[src/rtl/rx_core_demux_if.sv]
// rx_core_demux_if: bundle of the wide ADC input stream, the three 128-bit
// channel output streams, the channel enable mask and the beat counter.
//   adc_tvalid/adc_tdata[255:0]/adc_tready  wide input stream
//   chan_enable[2:0]                        channel enable mask (bit0 = ch1)
//   chN_tvalid/chN_tdata[127:0]/chN_tready  per-channel output streams
//   beat_count[CNT_WIDTH-1:0]               accepted input beat counter
// slave: the demux side; master: the environment driving it.
interface rx_core_demux_if #(
    parameter int unsigned CNT_WIDTH = 32
);
    logic                 adc_tvalid;
    logic [255:0]         adc_tdata;
    logic                 adc_tready;
    logic [2:0]           chan_enable;
    logic                 ch1_tvalid;
    logic                 ch2_tvalid;
    logic                 ch3_tvalid;
    logic [127:0]         ch1_tdata;
    logic [127:0]         ch2_tdata;
    logic [127:0]         ch3_tdata;
    logic                 ch1_tready;
    logic                 ch2_tready;
    logic                 ch3_tready;
    logic [CNT_WIDTH-1:0] beat_count;

    modport slave (
        input  adc_tvalid, adc_tdata, chan_enable,
        input  ch1_tready, ch2_tready, ch3_tready,
        output adc_tready,
        output ch1_tvalid, ch2_tvalid, ch3_tvalid,
        output ch1_tdata, ch2_tdata, ch3_tdata,
        output beat_count
    );

    modport master (
        output adc_tvalid, adc_tdata, chan_enable,
        output ch1_tready, ch2_tready, ch3_tready,
        input  adc_tready,
        input  ch1_tvalid, ch2_tvalid, ch3_tvalid,
        input  ch1_tdata, ch2_tdata, ch3_tdata,
        input  beat_count
    );
endinterface

[src/rtl/rx_core_demux.sv]
// rx_core_demux: splits each accepted 256-bit ADC beat into two 128-bit
// halves (low first) and routes each half to one enabled channel, chosen
// round-robin among channels 1..3.
//   clk  rising-edge clock
//   rst  asynchronous active-high reset
//   bus  rx_core_demux_if.slave (input stream, channel streams, enables,
//        beat counter)
module rx_core_demux #(
    parameter int unsigned CNT_WIDTH = 32
) (
    input  logic            clk,
    input  logic            rst,
    rx_core_demux_if.slave  bus
);
    localparam logic [1:0] EMPTY = 2'd0;
    localparam logic [1:0] LOW   = 2'd1;
    localparam logic [1:0] HIGH  = 2'd2;

    logic [1:0]           state;
    logic [1:0]           rr;
    logic [1:0]           dest;
    logic [1:0]           rr_next;
    logic [255:0]         hold;
    logic [CNT_WIDTH-1:0] count;
    logic                 run;
    logic                 dest_ready;
    logic                 accept;

    // First enabled channel searching cyclically from start; fallback when
    // nothing is enabled.
    function automatic logic [1:0] pick(input logic [1:0] start,
                                        input logic [2:0] en,
                                        input logic [1:0] fallback);
        logic [1:0] c;
        logic       found;
        pick  = fallback;
        found = 1'b0;
        c     = start;
        for (int unsigned i = 0; i < 3; i++) begin
            if (!found && en[c - 2'd1]) begin
                pick  = c;
                found = 1'b1;
            end
            c = (c == 2'd3) ? 2'd1 : c + 2'd1;
        end
    endfunction

    always_comb begin
        dest_ready = 1'b0;
        case (dest)
            2'd1:    dest_ready = bus.ch1_tready;
            2'd2:    dest_ready = bus.ch2_tready;
            2'd3:    dest_ready = bus.ch3_tready;
            default: dest_ready = 1'b0;
        endcase
    end

    assign rr_next = (dest == 2'd3) ? 2'd1 : dest + 2'd1;

    // run holds ready low until the first edge after reset is released.
    assign bus.adc_tready = run && (bus.chan_enable != 3'b000) &&
                            ((state == EMPTY) || ((state == HIGH) && dest_ready));
    assign accept = bus.adc_tvalid && bus.adc_tready;

    always_ff @(posedge clk or posedge rst) begin
        if (rst) begin
            state <= EMPTY;
            rr    <= 2'd1;
            dest  <= 2'd1;
            hold  <= '0;
            count <= '0;
            run   <= 1'b0;
        end else begin
            run <= 1'b1;
            if (accept) begin
                hold  <= bus.adc_tdata;
                count <= count + 1'b1;
            end
            case (state)
                EMPTY: begin
                    if (accept) begin
                        state <= LOW;
                        dest  <= pick(rr, bus.chan_enable, dest);
                    end
                end
                LOW: begin
                    if (dest_ready) begin
                        state <= HIGH;
                        rr    <= rr_next;
                        // Keeps the low half's channel if nothing is enabled.
                        dest  <= pick(rr_next, bus.chan_enable, dest);
                    end
                end
                HIGH: begin
                    if (dest_ready) begin
                        rr <= rr_next;
                        if (accept) begin
                            state <= LOW;
                            dest  <= pick(rr_next, bus.chan_enable, dest);
                        end else begin
                            state <= EMPTY;
                        end
                    end
                end
                default: state <= EMPTY;
            endcase
        end
    end

    logic [127:0] half;
    assign half = (state == HIGH) ? hold[255:128] : hold[127:0];

    assign bus.ch1_tvalid = (state != EMPTY) && (dest == 2'd1);
    assign bus.ch2_tvalid = (state != EMPTY) && (dest == 2'd2);
    assign bus.ch3_tvalid = (state != EMPTY) && (dest == 2'd3);
    assign bus.ch1_tdata  = half;
    assign bus.ch2_tdata  = half;
    assign bus.ch3_tdata  = half;
    assign bus.beat_count = count;
endmodule

[src/flat_wrapper.sv]
// flat-port wrapper written by rule: the top's interface ports become plain ports
module rx_core_demux_flat 
#(
    parameter int unsigned CNT_WIDTH = 32
)
  (clk, rst, bus_adc_tvalid, bus_adc_tdata, bus_chan_enable, bus_ch1_tready, bus_ch2_tready, bus_ch3_tready, bus_adc_tready, bus_ch1_tvalid, bus_ch2_tvalid, bus_ch3_tvalid, bus_ch1_tdata, bus_ch2_tdata, bus_ch3_tdata, bus_beat_count);
  rx_core_demux_if #(.CNT_WIDTH(CNT_WIDTH)) bus_i ();
  input  logic clk;
  input  logic rst;
  input wire logic [$bits(bus_i.adc_tvalid)-1:0] bus_adc_tvalid;
  input wire logic [$bits(bus_i.adc_tdata)-1:0] bus_adc_tdata;
  input wire logic [$bits(bus_i.chan_enable)-1:0] bus_chan_enable;
  input wire logic [$bits(bus_i.ch1_tready)-1:0] bus_ch1_tready;
  input wire logic [$bits(bus_i.ch2_tready)-1:0] bus_ch2_tready;
  input wire logic [$bits(bus_i.ch3_tready)-1:0] bus_ch3_tready;
  output wire logic [$bits(bus_i.adc_tready)-1:0] bus_adc_tready;
  output wire logic [$bits(bus_i.ch1_tvalid)-1:0] bus_ch1_tvalid;
  output wire logic [$bits(bus_i.ch2_tvalid)-1:0] bus_ch2_tvalid;
  output wire logic [$bits(bus_i.ch3_tvalid)-1:0] bus_ch3_tvalid;
  output wire logic [$bits(bus_i.ch1_tdata)-1:0] bus_ch1_tdata;
  output wire logic [$bits(bus_i.ch2_tdata)-1:0] bus_ch2_tdata;
  output wire logic [$bits(bus_i.ch3_tdata)-1:0] bus_ch3_tdata;
  output wire logic [$bits(bus_i.beat_count)-1:0] bus_beat_count;
  assign bus_i.adc_tvalid = bus_adc_tvalid;
  assign bus_i.adc_tdata = bus_adc_tdata;
  assign bus_i.chan_enable = bus_chan_enable;
  assign bus_i.ch1_tready = bus_ch1_tready;
  assign bus_i.ch2_tready = bus_ch2_tready;
  assign bus_i.ch3_tready = bus_ch3_tready;
  assign bus_adc_tready = bus_i.adc_tready;
  assign bus_ch1_tvalid = bus_i.ch1_tvalid;
  assign bus_ch2_tvalid = bus_i.ch2_tvalid;
  assign bus_ch3_tvalid = bus_i.ch3_tvalid;
  assign bus_ch1_tdata = bus_i.ch1_tdata;
  assign bus_ch2_tdata = bus_i.ch2_tdata;
  assign bus_ch3_tdata = bus_i.ch3_tdata;
  assign bus_beat_count = bus_i.beat_count;
  rx_core_demux #(.CNT_WIDTH(CNT_WIDTH)) u_core (.clk(clk), .rst(rst), .bus(bus_i));
endmodule
[config.mk]
export PLATFORM = sky130hd
export DESIGN_NAME = rx_core_demux_flat
export DESIGN_NICKNAME = d
export VERILOG_FILES = /design/src/rtl/rx_core_demux_if.sv /design/src/rtl/rx_core_demux.sv /design/src/flat_wrapper.sv
export SDC_FILE = /design/constraint.sdc
export NUM_CORES = 1
export LEC_CHECK = 0
export CORE_AREA = 8 8 264 266
export DETAILED_ROUTE_END_ITERATION = 8
export DIE_AREA = 0 0 272 274
export GPL_TIMING_DRIVEN = 0
export SLEW_MARGIN = 30
export SYNTH_ARGS = -nofsm -noshare
export SYNTH_HDL_FRONTEND = slang
export SYNTH_SLANG_ARGS = --single-unit
[constraint.sdc]
create_clock -name clk -period 11.15 [get_ports clk]
set_clock_uncertainty 0.05 [all_clocks]
set_input_delay 1.6725 -clock clk [delete_from_list [all_inputs] [get_ports clk]]
set_output_delay 1.6725 -clock clk [all_outputs]
set_load 0.01 [all_outputs]
; After elaboration in Yosys (flattened, before gate mapping)
; Index checks and enable logic that the tools add are counted.
[totals]
ff_bits = 295
[op_classes]
reduce_logical = 28
eq_ne = 14
n_lt_le_gt_ge = 6
n_addsub = 12
mux = 56
[ops]
columns = operator, n
row1 = 2-to-1 mux 128 bit, 1
row2 = 2-to-1 mux 2 bit, 20
row3 = adder 32 x 1 -> 32 bit (second input constant), 1
row4 = 2-to-1 mux 1 bit, 26
row5 = < comparator 2 x 3 -> 1 bit (second input constant), 6
row6 = equality test 2 bit (second input constant), 7
row7 = logical AND 1 bit, 13
row8 = binary-select mux 1 bit (select 2 bit), 6
row9 = case mux 2 bit (3 select lines), 2
row10 = subtractor 2 x 1 -> 2 bit (second input constant), 6
row11 = adder 2 x 1 -> 2 bit (second input constant), 5
row12 = != test 2 x 1 -> 1 bit (second input constant), 4
row13 = logical NOT 1 bit, 6
row14 = AND reduction 6 bit, 1
row15 = nonzero test 3 bit, 2
row16 = equality test 2 x 1 -> 1 bit (second input constant), 2
row17 = != test 4 bit (second input constant), 1
row18 = case mux 1 bit (3 select lines), 1
row19 = AND reduction 3 bit, 1
row20 = logical NOT 2 bit, 1
row21 = AND reduction 2 bit, 1
row22 = nonzero test 2 bit, 1
row23 = OR reduction 2 bit, 1
row24 = logical OR 1 bit, 1

; Longest topological paths before layout
; Gate-level depths: netlist of the first run.
[depth]
depth_word = 21
depth_mapped = 9
mapped_depth_nobuf = 7

; Worst setup path before layout of the first run
; Ideal clock, no wire load.
[synth_path]
kind = in2out
startpoint = input bus_ch3_tready
endpoint = output bus_adc_tready
path_buffers = 0
t_arrival_ns = 2.495
cell_stages = 3
setup_slack_ns = 6.933
path_cell_list = a222oi_1 > o21ai_1 > o311a_1
[synth_via]
elab_chain_len = 4
[synth_rtl]
columns = element, line
row1 = "start, declared", flat_wrapper.sv:15  ; input wire logic [$bits(bus_i.ch3_tready)-1:0] bus_ch3_tready;
row2 = case mux 1 bit (3 select lines), rx_core_demux.sv:50  ; case (dest)
row3 = logical AND 1 bit, rx_core_demux.sv:62  ; ((state == EMPTY) || ((state == HIGH) && dest_ready));
row4 = logical OR 1 bit, rx_core_demux.sv:62
row5 = logical AND 1 bit, rx_core_demux.sv:61  ; assign bus.adc_tready = run && (bus.chan_enable != 3'b000) &&
row6 = "end, declared", flat_wrapper.sv:16  ; output wire logic [$bits(bus_i.adc_tready)-1:0] bus_adc_tready;
; No other way between the ends.

; Worst setup path in the final report of the first run
[layout_path]
startpoint = register u_core.state[0]
endpoint = output bus_ch3_tdata[118]
[layout_via]
elab_chain_len = 2
[layout_rtl]
columns = element, line
row1 = "start, declared", rx_core_demux.sv:19  ; logic [1:0] state;
row2 = "start signal, assigned", rx_core_demux.sv:67  ; state <= EMPTY;
row3 = "start signal, assigned", rx_core_demux.sv:82  ; state <= LOW;
row4 = "start signal, assigned", rx_core_demux.sv:88  ; state <= HIGH;
row5 = equality test 2 bit, rx_core_demux.sv:111  ; assign half = (state == HIGH) ? hold[255:128] : hold[127:0];
row6 = 2-to-1 mux 128 bit, rx_core_demux.sv:111
row7 = "end, declared", flat_wrapper.sv:22  ; output wire logic [$bits(bus_i.ch3_tdata)-1:0] bus_ch3_tdata;
; No other way between the ends.

==> run summary, run 1 <==
Later-pin clock latency in the skew report: 520 ps
First-pass GRT wire length: 91040 um
Yosys top cell by area: dfrtp_1
Worst Max-Slew Pin Slew: 801.7 ps
RSZ-0062 raised after global routing: false
Via count: 13.90k
Leak pwr: 11.75 nW
Vias per std cell: 4.155
Worst r2r src: u_core.dest[0]
# hold bufs at CTS: 0
Min Tclk post-route: 5550 ps
Area of the multi-input gates: 5643 um2
Setup Buffers After CTS: 0
Start point of the critical path: u_core.state[0]
Area growth, synth to finish: 60.16%
PD cells: 323.5 nW/um2
Worst path cell trace: inv_1 > ha_1 > buf_1 > clkbuf_1 > mux2_2 > buf_4 > clkdlybuf4s50_1
Seq/Total Area, Yosys: 0.4801
I/O pin count: 685
CP startpoint kind: flop
Final Non-Filler Cells: 3346
FP Rows: 94
Period utilization: 0.4977
Final Wtd Congestion: 0.9061
Fmax: 180.2 MHz
Synth Flop Type: dfrtp_1
Final setup violation count: 0
CTS tree: yes
Fin nets: 2733
Ys Warns: 0
Mapped Avg Cell Area: 8.891 um2
Worst stage delay on the critical path: 640 ps
Worst EP required: 9430 ps
Mapped Nets: 2007
Synth top area share: 0.4767
Critical path class: reg -> out
Initial Util: 0.2357
First DRT Iteration DRCs: 710
Placed Cells: 3281
Post-synth EDFFs: 0
Root Driver: clkbuf_16
Hold path startpoint: u_core.hold[42]
DP Wirelength: 49130 um
DR WL/cell: 18.35 um
Clk slew on worst S/H paths: 60 ps
Status: finished, final reports clean
CP Capture Type: output pin
Die X-Extent: 272 um
Synth Instances: 1730
Clk buf depth: 3
Top post-synthesis cells by area: dfrtp_1 (48%), nand2_1 (19%), buf_4 (13%), mux2_2 (9.4%), xor2_1 (1.0%)
Area after DPL: 23410 um2
Post-Syn Area: 15380 um2
GRT Total Usage: 0.1564
Worst VDD drop: 0.1821 mV
Routed WL: 61410 um
CTS buffer count: 37
Port bufs: 684
Total power: 7.971 mW
DR pass1 iterations: 5
Seq. cell area: 7385 um2
Num Clock Sinks: 295
Total gr overflow: 0
CP Max Fanout: 10
Core area: 65280 um2
Final Cell Area: 24640 um2
Die Y: 274 um
Worst min path class: reg -> reg
Fin. Hold Viols: 0
Initial antenna violation count: 3
DRC: 0
Relative slew slack: 0.4655
FILL cells: 6524
Max Cap Viol: 0
Share of layout cells above drive strength 1: 0.2008
Number of global-route vias before repair: 14.69k
CP arrival: 3830 ps
Cts repair resizes: 0
Die Footprint: 74530 um2
Antenna Nets Post-Route: 0
Library cells used by synthesis: 55
Largest net degree at the start of global routing: 86
Crit-path slowest cell: buf_1
Synthesized flop and latch total: 295
H-tree Lvls: 2
Async S/R FF share, synth: 1.000
Pins over their slew limit: 0
-- layout by cell type (no fill, tap or decap), drive strengths merged, types with 3 or more instances in the layout --
cell type / netlist / layout
a21oi: 5 / 5
a211oi: 3 / 3
xnor2: 14 / 14
and4: 3 / 3
ha: 12 / 12
nand2b: 5 / 5
mux2: 130 / 130
dfrtp: 293 / 293
inv: 17 / 17
nand2: 786 / 786
nand3: 13 / 13
nand4: 8 / 8
clkinv: 0 / 4
buf: 297 / 300
and3: 8 / 8
clkbuf: 38 / 91
nor3: 8 / 8
o21ai: 6 / 6
mux2i: 5 / 5
xor2: 18 / 18
nor2: 19 / 19
bufinv: 0 / 4
nor2b: 6 / 6
clkdlybuf4s50: 0 / 684
-- layout make-up --
| class | instances | share of cell area |
|---|---|---|
| buffer | 335 | 0.09325 |
| clock buffer | 53 | 0.04327 |
| tap | 864 | 0.04388 |
| multi-input combinational | 1083 | 0.2291 |
| clock inverter | 10 | 0.006450 |
| inverter | 17 | 0.002895 |
| sequential | 295 | 0.2997 |
| timing repair buffer | 687 | 0.2813 |
| antenna | 2 | 0.0002031 |
-- synth_stat cells (4+ instances only) --
cell        n
a21oi_1     5
and3_1      8
buf_2      30
buf_4     266
clkbuf_1   38
dfrtp_1   293
ha_1       12
inv_1      16
mux2_2    129
mux2i_1     5
nand2_1   786
nand2b_1    5
nand3_1    13
nand4_1     8
nor2_1     19
nor2b_1     6
nor3_1      4
nor3_2      4
o21ai_0     5
xnor2_1    14
xor2_1     18
-- registers in the layout, summed over array words and instances (netlist names) --
signal	cells
u_core.bus.beat_count	32
u_core.dest	2
u_core.hold	256
u_core.rr	2
u_core.run	1
u_core.state	2
-- critical path, delay by kind of cell (launching register included) --
family / cells / cell delay [ps]
fa+ha+maj: 1 / 310
flops: 1 / 420
buf+inv: 5 / 2000
mux: 1 / 560
-- power by group --
part / internal, mW / total [mW] / switching [mW] / leakage, nW
Combinational: 2.86 / 4.91 / 2.05 / 7.47
Clock: 0.754 / 1.22 / 0.463 / 0.596
Sequential: 1.56 / 1.84 / 0.277 / 3.69
Total: 5.18 / 7.97 / 2.79 / 11.8
-- worst paths after layout --
path                                 endpoint  slack, ps  depth (start not counted)
setup / recovery           bus_ch3_tdata[118]       5600                          7
hold / removal                u_core.hold[42]        420                          2
setup reg to reg               u_core.hold[1]       7720                          9
hold reg to reg               u_core.hold[42]        420                          2
max in group asynchronous    u_core.hold[253]       8320                          4
min in group asynchronous    u_core.hold[191]       1540                          2
-- cells by family (layout without fill, tap and decap cells) --
family,after synthesis,count (layout),share of synthesized area
AO/OA/AOI/OAI,36,36,0.01724
XOR/XNOR,32,32,0.01822
adder cells (fa/ha/maj),13,13,0.01041
buffers and inverters,352,1102,0.1532
flip-flops,295,295,0.4801
multiplexers,135,135,0.09842
other,1,3,0.0002438
AND/OR/NAND/NOR,866,866,0.2221
-- per-layer routing --
layer / GRT usage / part of all wire / vias to the layer above
met4: 0.02971 / 0.016 / 4
met1: 0.1810 / 0.39 / 6667
li1: - / - / 6639
met5: 0 / 0.00044 / -
met3: 0.04582 / 0.080 / 56
met2: 0.2856 / 0.51 / 538
-- per-stage QoR --
| step | TNS (ps) | util | setup WS [ps] | hold WS, ps |
|---|---|---|---|---|
| 5_1_grt | 0 | 0.3773 | 5311 | 432.6 |
| 4_1_cts | 0 | 0.3773 | 5354 | 422.4 |
| 6_report | 0 | 0.3774 | 5601 | 416.5 |
| 3_3_place_gp | -733710 | 0.3571 | -2546 | 401.1 |
| 2_1_floorplan | 0 | - | 1283 | 390.1 |
| 3_5_place_dp | 0 | 0.3586 | 5758 | 407.6 |
(Power assumes the default switching activity.)
==> inputs of run 2 (changes only) <==
- clock period: 11.15 -> 5.54 ns (I/O delays scaled with it)
==> run 2 against run 1 <==
Compared with the run above:
- critical path depth unchanged
- setup slack got worse by 4700 ps
- critical path type unchanged
- worst hold slack gained 2.4 ps
- largest cell class unchanged
- via count fell by 0.40%
- final cell count increased by 0.18%
==> run summary, run 2 (synthesized netlist as in run 1, its figures left out) <==
Initial Util: 0.2357 (unchanged)
CP arrival: 3770 ps (-60 ps)
Setup ws final: 886.6 ps (-4714 ps)
CTS tree: yes
DR pass1 iterations: 5 (unchanged)
Pins over their slew limit: 0 (unchanged)
Share of layout cells above drive strength 1: 0.2035 (+0.002652)
Worst path cell trace: inv_1 > ha_1 > buf_1 > clkbuf_1 > mux2_2 > buf_4 > clkdlybuf4s50_1
Clk buf depth: 3 (unchanged)
Leak pwr: 11.83 nW (+0.69%)
Num Clock Sinks: 295 (unchanged)
Most flops, register: u_core.hold
Sw Ratio: 0.3484 (-0.001683)
Vias per std cell: 4.131 (-0.58%)
Max Cap Viol: 0 (unchanged)
Commonest non-fill, non-tap cells in the layout: nand2_1 (786), clkdlybuf4s50_1 (684), dfrtp_1 (293)
RSZ-0062 raised after global routing: false
Area of the multi-input gates: 5643 um2 (unchanged)
DP Wirelength: 49280 um (+0.31%)
Crit-path slowest cell: buf_1
DR WL/cell: 18.23 um (-0.69%)
Worst VDD drop: 0.3563 mV (+96%)
DP Worst Slack: 1307 ps (-4451 ps)
Via count: 13.85k (-0.40%)
Critical path class: reg -> out
Die X-Extent: 272 um (unchanged)
DRC: 0 (unchanged)
Area growth, synth to finish: 61.35%
Seq. cell area: 7385 um2 (unchanged)
Relative slew slack: 0.4584 (-0.007127)
Port bufs: 684 (unchanged)
Worst stage delay on the critical path: 650 ps (about the same)
Reg power frac: 0.232 (about the same)
Setup Buffers After CTS: 0 (unchanged)
Placed Cells: 3291 (+0.30%)
Fin nets: 2741 (+0.29%)
CP Max Fanout: 10 (unchanged)
Later-pin clock latency in the skew report: 520 ps (about the same)
Die Y: 274 um (unchanged)
Worst Max-Slew Pin Slew: 812.4 ps (+10.69 ps)
PD cells: 644.4 nW/um2 (+99%)
Number of global-route vias before repair: 14.67k (-0.12%)
CTS buffer count: 35 (-5.4%)
NetSw: 5.572 mW (+100%)
Cts repair resizes: 0 (unchanged)
Final setup violation count: 0 (unchanged)
Antenna Nets Post-Route: 0 (unchanged)
H-tree Lvls: 2 (unchanged)
CP startpoint kind: flop
Root Driver: clkbuf_16
Fin. Hold Viols: 0 (unchanged)
Period utilization: 0.8400
Routed WL: 61100 um (-0.51%)
Min Tclk post-route: 4653 ps
Largest net degree at the start of global routing: 30 (-65%)
# hold bufs at CTS: 0 (unchanged)
Int Pwr: 10.42 mW (+100%)
Status: finished, final reports clean
GRT Total Usage: 0.1550 (-0.001440)
CP Capture Type: output pin
Total gr overflow: 0 (unchanged)
Final Wtd Congestion: 0.8740 (-3.5%)
Worst min path class: reg -> reg
FP Rows: 94 (unchanged)
Clock network power share: 0.151 (-0.002)
Combinational power share: 0.618 (about the same)
Setup TNS: 0 ps (unchanged)
FILL cells: 6469 (-0.84%)
Clk slew on worst S/H paths: 60 ps (about the same)
Fmax: 214.9 MHz
Final core utilization: 0.3802 (+0.002799)
First DRT Iteration DRCs: 599 (-16%)
Final Non-Filler Cells: 3352 (+0.18%)
Commonest non-fill, non-tap cell in the layout: nand2_1
First-pass GRT wire length: 89920 um (-1.2%)
Worst EP required: 4660 ps (-4770 ps)
Die Footprint: 74530 um2 (unchanged)
I/O pin count: 685 (unchanged)
Largest register FFs: 256 (unchanged)
Core area: 65280 um2 (unchanged)
Initial antenna violation count: 3 (unchanged)
-- run 2: worst paths after layout --
check | end | start | cells after the start | slack (ps)
hold / removal | u_core.hold[246] | u_core.hold[246] | 2 | 420
min in group asynchronous | u_core.hold[165] | rst | 2 | 600
max in group asynchronous | u_core.bus.beat_count[7] | rst | 8 | 3300
setup / recovery | bus_ch3_tdata[118] | u_core.state[0] | 7 | 890
hold reg to reg | u_core.hold[246] | u_core.hold[246] | 2 | 420
setup reg to reg | u_core.hold[133] | u_core.dest[0] | 9 | 2180
-- run 2: final cells by class --
| type | instances | share of cell area |
|---|---|---|
| clock buffers | 51 | 0.04225 |
| clock inverters | 9 | 0.006050 |
| multi-input cells | 1083 | 0.2274 |
| plain buffers | 335 | 0.09256 |
| inverters | 17 | 0.002722 |
| well taps | 864 | 0.04356 |
| diodes | 1 | 0.0001008 |
| repair buffers | 697 | 0.2879 |
| flip-flops and latches | 295 | 0.2975 |
-- run 2: critical path, delay by kind of cell, from the launching register on --
kind                       cells  cell delay (ps)
buffers and inverters          5             1990
muxes                          1              510
DFF                            1              420
adders and majority gates      1              310
-- run 2: power by group through the flow --
stage                     Combinational [mW]  Clock (mW)  Sequential, mW
after floorplan                         5.04           0            3.54
after global placement                  9.87           0            3.68
after detailed placement                9.99           0            3.73
after CTS                               10.1        2.49            3.70
after global routing                    10.6        2.57            3.82
final                                   9.88        2.41            3.70
-- run 2: metal layers --
metal,share of wire,routed length [um],vias up,global-route usage
met4,0.025,1524,2,0.04568
met1,0.39,23700,6601,0.1746
met2,0.51,31020,524,0.2801
met3,0.079,4845,75,0.04669
met5,0.00015,9,-,0
li1,-,-,6646,-
-- run 2: stage by stage --
step	area [um2]	total power [mW]	hold WS (ps)
global route	24820	16.98	435.9
detailed placement	23620	13.72	406.6
global placement	23310	13.55	401.7
CTS	24820	16.24	422.5
floorplan	15390	8.581	390.1
finish	24820	15.99	418.9
==> edit 1, RTL diff (flow settings as in run 1) <==
`CNT_WIDTH` is set to 32 in 3 places; all go to 48.
--- a/src/rtl/rx_core_demux_if.sv
+++ b/src/rtl/rx_core_demux_if.sv
@@ -7,5 +7,5 @@
 // slave: the demux side; master: the environment driving it.
 interface rx_core_demux_if #(
-    parameter int unsigned CNT_WIDTH = 32
+    parameter int unsigned CNT_WIDTH = 48
 );
     logic                 adc_tvalid;
--- a/src/rtl/rx_core_demux.sv
+++ b/src/rtl/rx_core_demux.sv
@@ -7,5 +7,5 @@
 //        beat counter)
 module rx_core_demux #(
-    parameter int unsigned CNT_WIDTH = 32
+    parameter int unsigned CNT_WIDTH = 48
 ) (
     input  logic            clk,
--- a/src/flat_wrapper.sv
+++ b/src/flat_wrapper.sv
@@ -2,5 +2,5 @@
 module rx_core_demux_flat 
 #(
-    parameter int unsigned CNT_WIDTH = 32
+    parameter int unsigned CNT_WIDTH = 48
 )
   (clk, rst, bus_adc_tvalid, bus_adc_tdata, bus_chan_enable, bus_ch1_tready, bus_ch2_tready, bus_ch3_tready, bus_adc_tready, bus_ch1_tvalid, bus_ch2_tvalid, bus_ch3_tvalid, bus_ch1_tdata, bus_ch2_tdata, bus_ch3_tdata, bus_beat_count);
Interface: changed (resized bus_beat_count); port bits go from 685 to 701. No check against the original RTL was run, so the function may have changed too.
==> edit 1 against run 1 <==
Worst setup slack better by 0.12 ns; non-clock buffer count is 21 higher; global-route usage is 0.97 points higher; maximum frequency is 2.2% higher; design area is 4.2% higher; synthesized cell count is 4.0% higher; wire length is 6.7% higher; synthesized area is 5.0% higher; clock power is 8% higher; die area stayed put; sequential cell count is 16 higher; power is 2.2% higher; largest cell class unchanged; largest power group unchanged.
==> edit 1: results (changes against run 1) <==
Final nets -> 2820 (was 2733)
overall routing resource usage -> 0.166 (was 0.156)
Setup crit start -> bus_ch3_tready (was u_core.state[0])
routed wire length -> 65.5 mm (was 61.4 mm)
CP max-delay cell -> a222oi_1 (was buf_1)
Reg2Reg Setup Slack -> 7.81 ns (was 7.72 ns)
Port Buf Inserts -> 700 (was 684)
drt first-iter violations -> 639 (was 710)
Max rail drop VDD -> 185 µV (was 182 µV)
CP Max Fanout -> 4 (was 10)
met1 wire length -> 25.3 mm (was 24.1 mm)
share of layout cells above drive strength 1 -> 0.196 (was 0.201)
Critical Path Sink -> bus_adc_tready (was bus_ch3_tdata[118])
dominant cells by area after synthesis -> dfrtp_1, nand2_1, buf_4 (unchanged)
metal3 WL -> 5.36 mm (was 4.92 mm)
outcome -> finished clean (unchanged)
clk_lat worst skew -> 0.54 ns (was 0.52 ns)
Syn Inst Count -> 1799 (was 1730)
placed inst area -> 24300 µm² (was 23400 µm²)
leakage -> 0.0122 µW (was 0.0118 µW)
Top Layer Used -> met5 (unchanged)
Slew HR -> 0.430 (was 0.466)
Commonest cells post-synth -> nand2_1, dfrtp_1, buf_4, mux2_2, clkbuf_1 (unchanged)
Worst Path Arrival -> 3.71 ns (was 3.83 ns)
Place WS -> 5.73 ns (was 5.76 ns)
library cells used by synthesis -> 58 (was 55)
final worst path period need -> 5.43 ns (was 5.55 ns)
met2 WL -> 33.1 mm (was 31.4 mm)
vias in the first global route -> 15400 (was 14700)
CTS buffer count -> 39 (was 37)
first-pass GRT wire length -> 96.2 mm (was 91.0 mm)
Placed Instances -> 3366 (was 3281)
Post-Syn Nets -> 2076 (was 2007)
wire per inst -> 19.0 µm (was 18.4 µm)
hpwl dp -> 51.7 mm (was 49.1 mm)
Avg Vias per Cell -> 4.23 (was 4.16)
cell family with most CP delay -> compound AO/OA/AOI/OAI gates (was buffers and inverters)
FILL cells -> 6479 (was 6524)
GP Congestion -> 0.858 (was 0.906)
Critical R2R Capture -> u_core.hold[101] (was u_core.hold[1])
largest net degree at the start of global routing -> 94 (was 86)
initial antenna violation count -> 10 (was 3)
Reg with most FFs -> u_core.hold (unchanged)
sequential area share after synthesis -> 0.482 (was 0.480)
edit 1: cell count changes in the layout (fill, tap and decap cells not counted), sizes merged, moves of 4 or more:
cell / run 1 / this run
dfrtp: 293 / 309
xnor2: 14 / 33
nand4: 8 / 20
nor4: 1 / 6
and2: 2 / 6
and4: 3 / 7
clkdlybuf4s50: 684 / 700
nand3: 13 / 19
clkinv: 4 / 8
clkbuf: 91 / 96
edit 1: kinds of logic after synthesis:
kind of cell | count (synthesis) | synth area share
AOI/OAI and AO/OA | 36 | 0.0165
xor gates and xnor gates | 48 | 0.0260
adders and majority gates | 13 | 0.00992
buffers and inverters | 356 | 0.145
DFF | 311 | 0.482
muxes | 135 | 0.0938
other | 1 | 0.000232
and+or+nand+nor | 899 | 0.226
edit 1: worst min-delay path by stage:
stage	startpoint	end	slack, ns
final	u_core.hold[220]	u_core.hold[220]	0.42
after global routing	u_core.hold[198]	u_core.hold[198]	0.43
after CTS	u_core.hold[142]	u_core.hold[142]	0.42
after detailed placement	u_core.hold[192]	u_core.hold[192]	0.41
after global placement	u_core.hold[237]	u_core.hold[237]	0.40
after floorplan	u_core.hold[128]	u_core.hold[128]	0.39
edit 1: area by class of cell:
type | count | area (µm²) | area share
Multi-Input combinational cell | 1132 | 6020 | 0.235
Sequential cell | 311 | 7780 | 0.303
Tap cell | 864 | 1080 | 0.0421
Antenna cell | 4 | 10.0 | 0.000390
Clock inverter | 15 | 223 | 0.00867
Buffer | 340 | 2290 | 0.0893
Inverter | 16 | 67.6 | 0.00263
Clock buffer | 54 | 1100 | 0.0430
Timing Repair Buffer | 703 | 7090 | 0.276
edit 1: stage by stage:
step	hold slack [ns]	setup TNS, ns
finish	0.417	0
global route	0.435	0
CTS	0.421	0
detailed placement	0.407	0
global placement	0.401	-1024.54
floorplan	0.390	0
edit 1: worst min-delay path: cells and delay by family, from the launching register on:
kind / cells / cell delay (ns)
flops: 1 / 0.33
simple gates: 2 / 0.10
edit 1: report_power, final:
part           leakage [µW]  total, µW  switching (µW)  internal, µW
Sequential          0.00391       1900             283          1620
Combinational       0.00760       4930            2070          2860
Clock              0.000654       1320             506           810
edit 1: routing by layer:
layer  up-vias  global-route usage
met5         -                   0
met4        10              0.0439
met3       101              0.0541
met2       533               0.300
met1      6955               0.187
li1       6935                   -
==> edit 2, RTL diff (config.mk and constraints of run 1) <==
Made on the original files. Reset style: synchronous (`rst`), changed in one clocked block. Comments in the files are not updated.
--- a/src/rtl/rx_core_demux.sv
+++ b/src/rtl/rx_core_demux.sv
@@ -63,5 +63,5 @@
     assign accept = bus.adc_tvalid && bus.adc_tready;
 
-    always_ff @(posedge clk or posedge rst) begin
+    always_ff @(posedge clk) begin
         if (rst) begin
             state <= EMPTY;
Function: differs if rst is asserted again (counterexample within 4 cycles, from zero or initial values and one cycle with rst high); with rst held inactive, the same outputs for 4 cycles.
==> edit 2 against run 1 <==
Design area shrank 4.1%; worst hold slack lost 0.017 ns; synthesized cell count rose by 3.9%; synthesized area shrank 5.7%; worst setup slack better by 0.12 ns; die area is the same; sequential cell count stayed put; wire length rose by 3.3%; highest routed layer unchanged.
Power is not compared: it rests on default switching activity, and its combinational part moved more than twofold at a synthesized area within 25%.
==> edit 2: results (changes against run 1) <==
Avg Vias per Cell -> 4.14 (was 4.16)
FILL cells -> 6920 (was 6524)
Port Buf Inserts -> 682 (was 684)
clk_lat worst skew -> 0.54 ns (was 0.52 ns)
initial antenna violation count -> 7 (was 3)
share of layout cells above drive strength 1 -> 0.202 (was 0.201)
Slew @ Worst Pin -> 0.866 ns (was 0.802 ns)
GP Congestion -> 0.884 (was 0.906)
first-pass GRT wire length -> 91.4 mm (was 91.0 mm)
outcome -> finished clean (unchanged)
drt first-iter violations -> 663 (was 710)
met1 wire length -> 26.2 mm (was 24.1 mm)
vias in the first global route -> 14300 (was 14700)
CP max stage delay -> 0.69 ns (was 0.64 ns)
largest net degree at the start of global routing -> 13 (was 86)
wire per inst -> 18.6 µm (was 18.4 µm)
Post-synth ARST share -> 0 (was 1.00)
sequential area share after synthesis -> 0.407 (was 0.480)
library cells used by synthesis -> 51 (was 55)
dominant cells by area after synthesis -> dfxtp_1, nand2_1, buf_4 (was dfrtp_1, nand2_1, buf_4)
overall routing resource usage -> 0.160 (was 0.156)
Commonest cells post-synth -> nand2_1, dfxtp_1, a21oi_1, buf_4, mux2_2 (was nand2_1, dfrtp_1, buf_4, mux2_2, clkbuf_1)
Post-Syn Nets -> 2074 (was 2007)
root buffer cell -> clkbuf_16 (unchanged)
hpwl dp -> 50.6 mm (was 49.1 mm)
CTS buffer count -> 36 (was 37)
## edit 2: cells by family (layout without fill, tap and decap cells)
kind of cell,count (synthesis),after routing,synth area share
DFF,295,295,0.407
AOI/OAI and AO/OA,299,299,0.108
muxes,135,135,0.104
other,0,6,0
and+or+nand+nor,641,641,0.180
buffers and inverters,384,1129,0.170
adders and majority gates,13,13,0.0110
xor gates and xnor gates,30,30,0.0181
## edit 2: area by class of cell
cell class	count	area [µm²]	area share
plain buffers	370	2430	0.103
well taps	864	1080	0.0458
inverters	14	52.6	0.00222
diodes	6	15.0	0.000636
clock buffers	51	1050	0.0444
repair buffers	682	6830	0.289
multi-input cells	1118	6140	0.260
flip-flops and latches	295	5910	0.250
clock inverters	12	128	0.00540
## edit 2: metrics by stage
stage / hold WS, ns / util / instances / setup slack [ns] / area (µm²)
after floorplan: 0.383 / - / 1797 / 6.89 / 14500
after global placement: 0.389 / 0.343 / 3343 / 5.72 / 22400
after detailed placement: 0.393 / 0.344 / 3343 / 5.70 / 22400
after CTS: 0.401 / 0.362 / 3406 / 5.56 / 23600
after global routing: 0.417 / 0.362 / 3409 / 5.45 / 23600
final: 0.399 / 0.362 / 3412 / 5.72 / 23600
## edit 2: routing by layer
| metal | GRT usage | vias to the layer above |
|---|---|---|
| li1 | - | 7074 |
| met1 | 0.188 | 6474 |
| met2 | 0.279 | 504 |
| met3 | 0.0487 | 86 |
| met4 | 0.0464 | 4 |
| met5 | 0 | - |
## edit 2: tightest hold or removal path: stages (launching register included)
cell and delay, ns:
dfxtp_1 0.30, nand2_1 0.05, a21oi_1 0.05
## edit 2: path summary, 6_finish.rpt
| kind | startpoint | endpoint | slack (ns) | depth (start not counted) |
|---|---|---|---|---|
| setup / recovery | u_core.state[0] | bus_ch3_tdata[124] | 5.72 | 7 |
| hold / removal | u_core.hold[169] | u_core.hold[169] | 0.40 | 2 |
| setup reg to reg | u_core.dest[0] | u_core.hold[166] | 7.90 | 10 |
| hold reg to reg | u_core.hold[169] | u_core.hold[169] | 0.40 | 2 |
## edit 2: power breakdown
group	switching, µW	internal (µW)
registers	27.2	1110
clock network	483	704
logic	306	369
total	816	2180
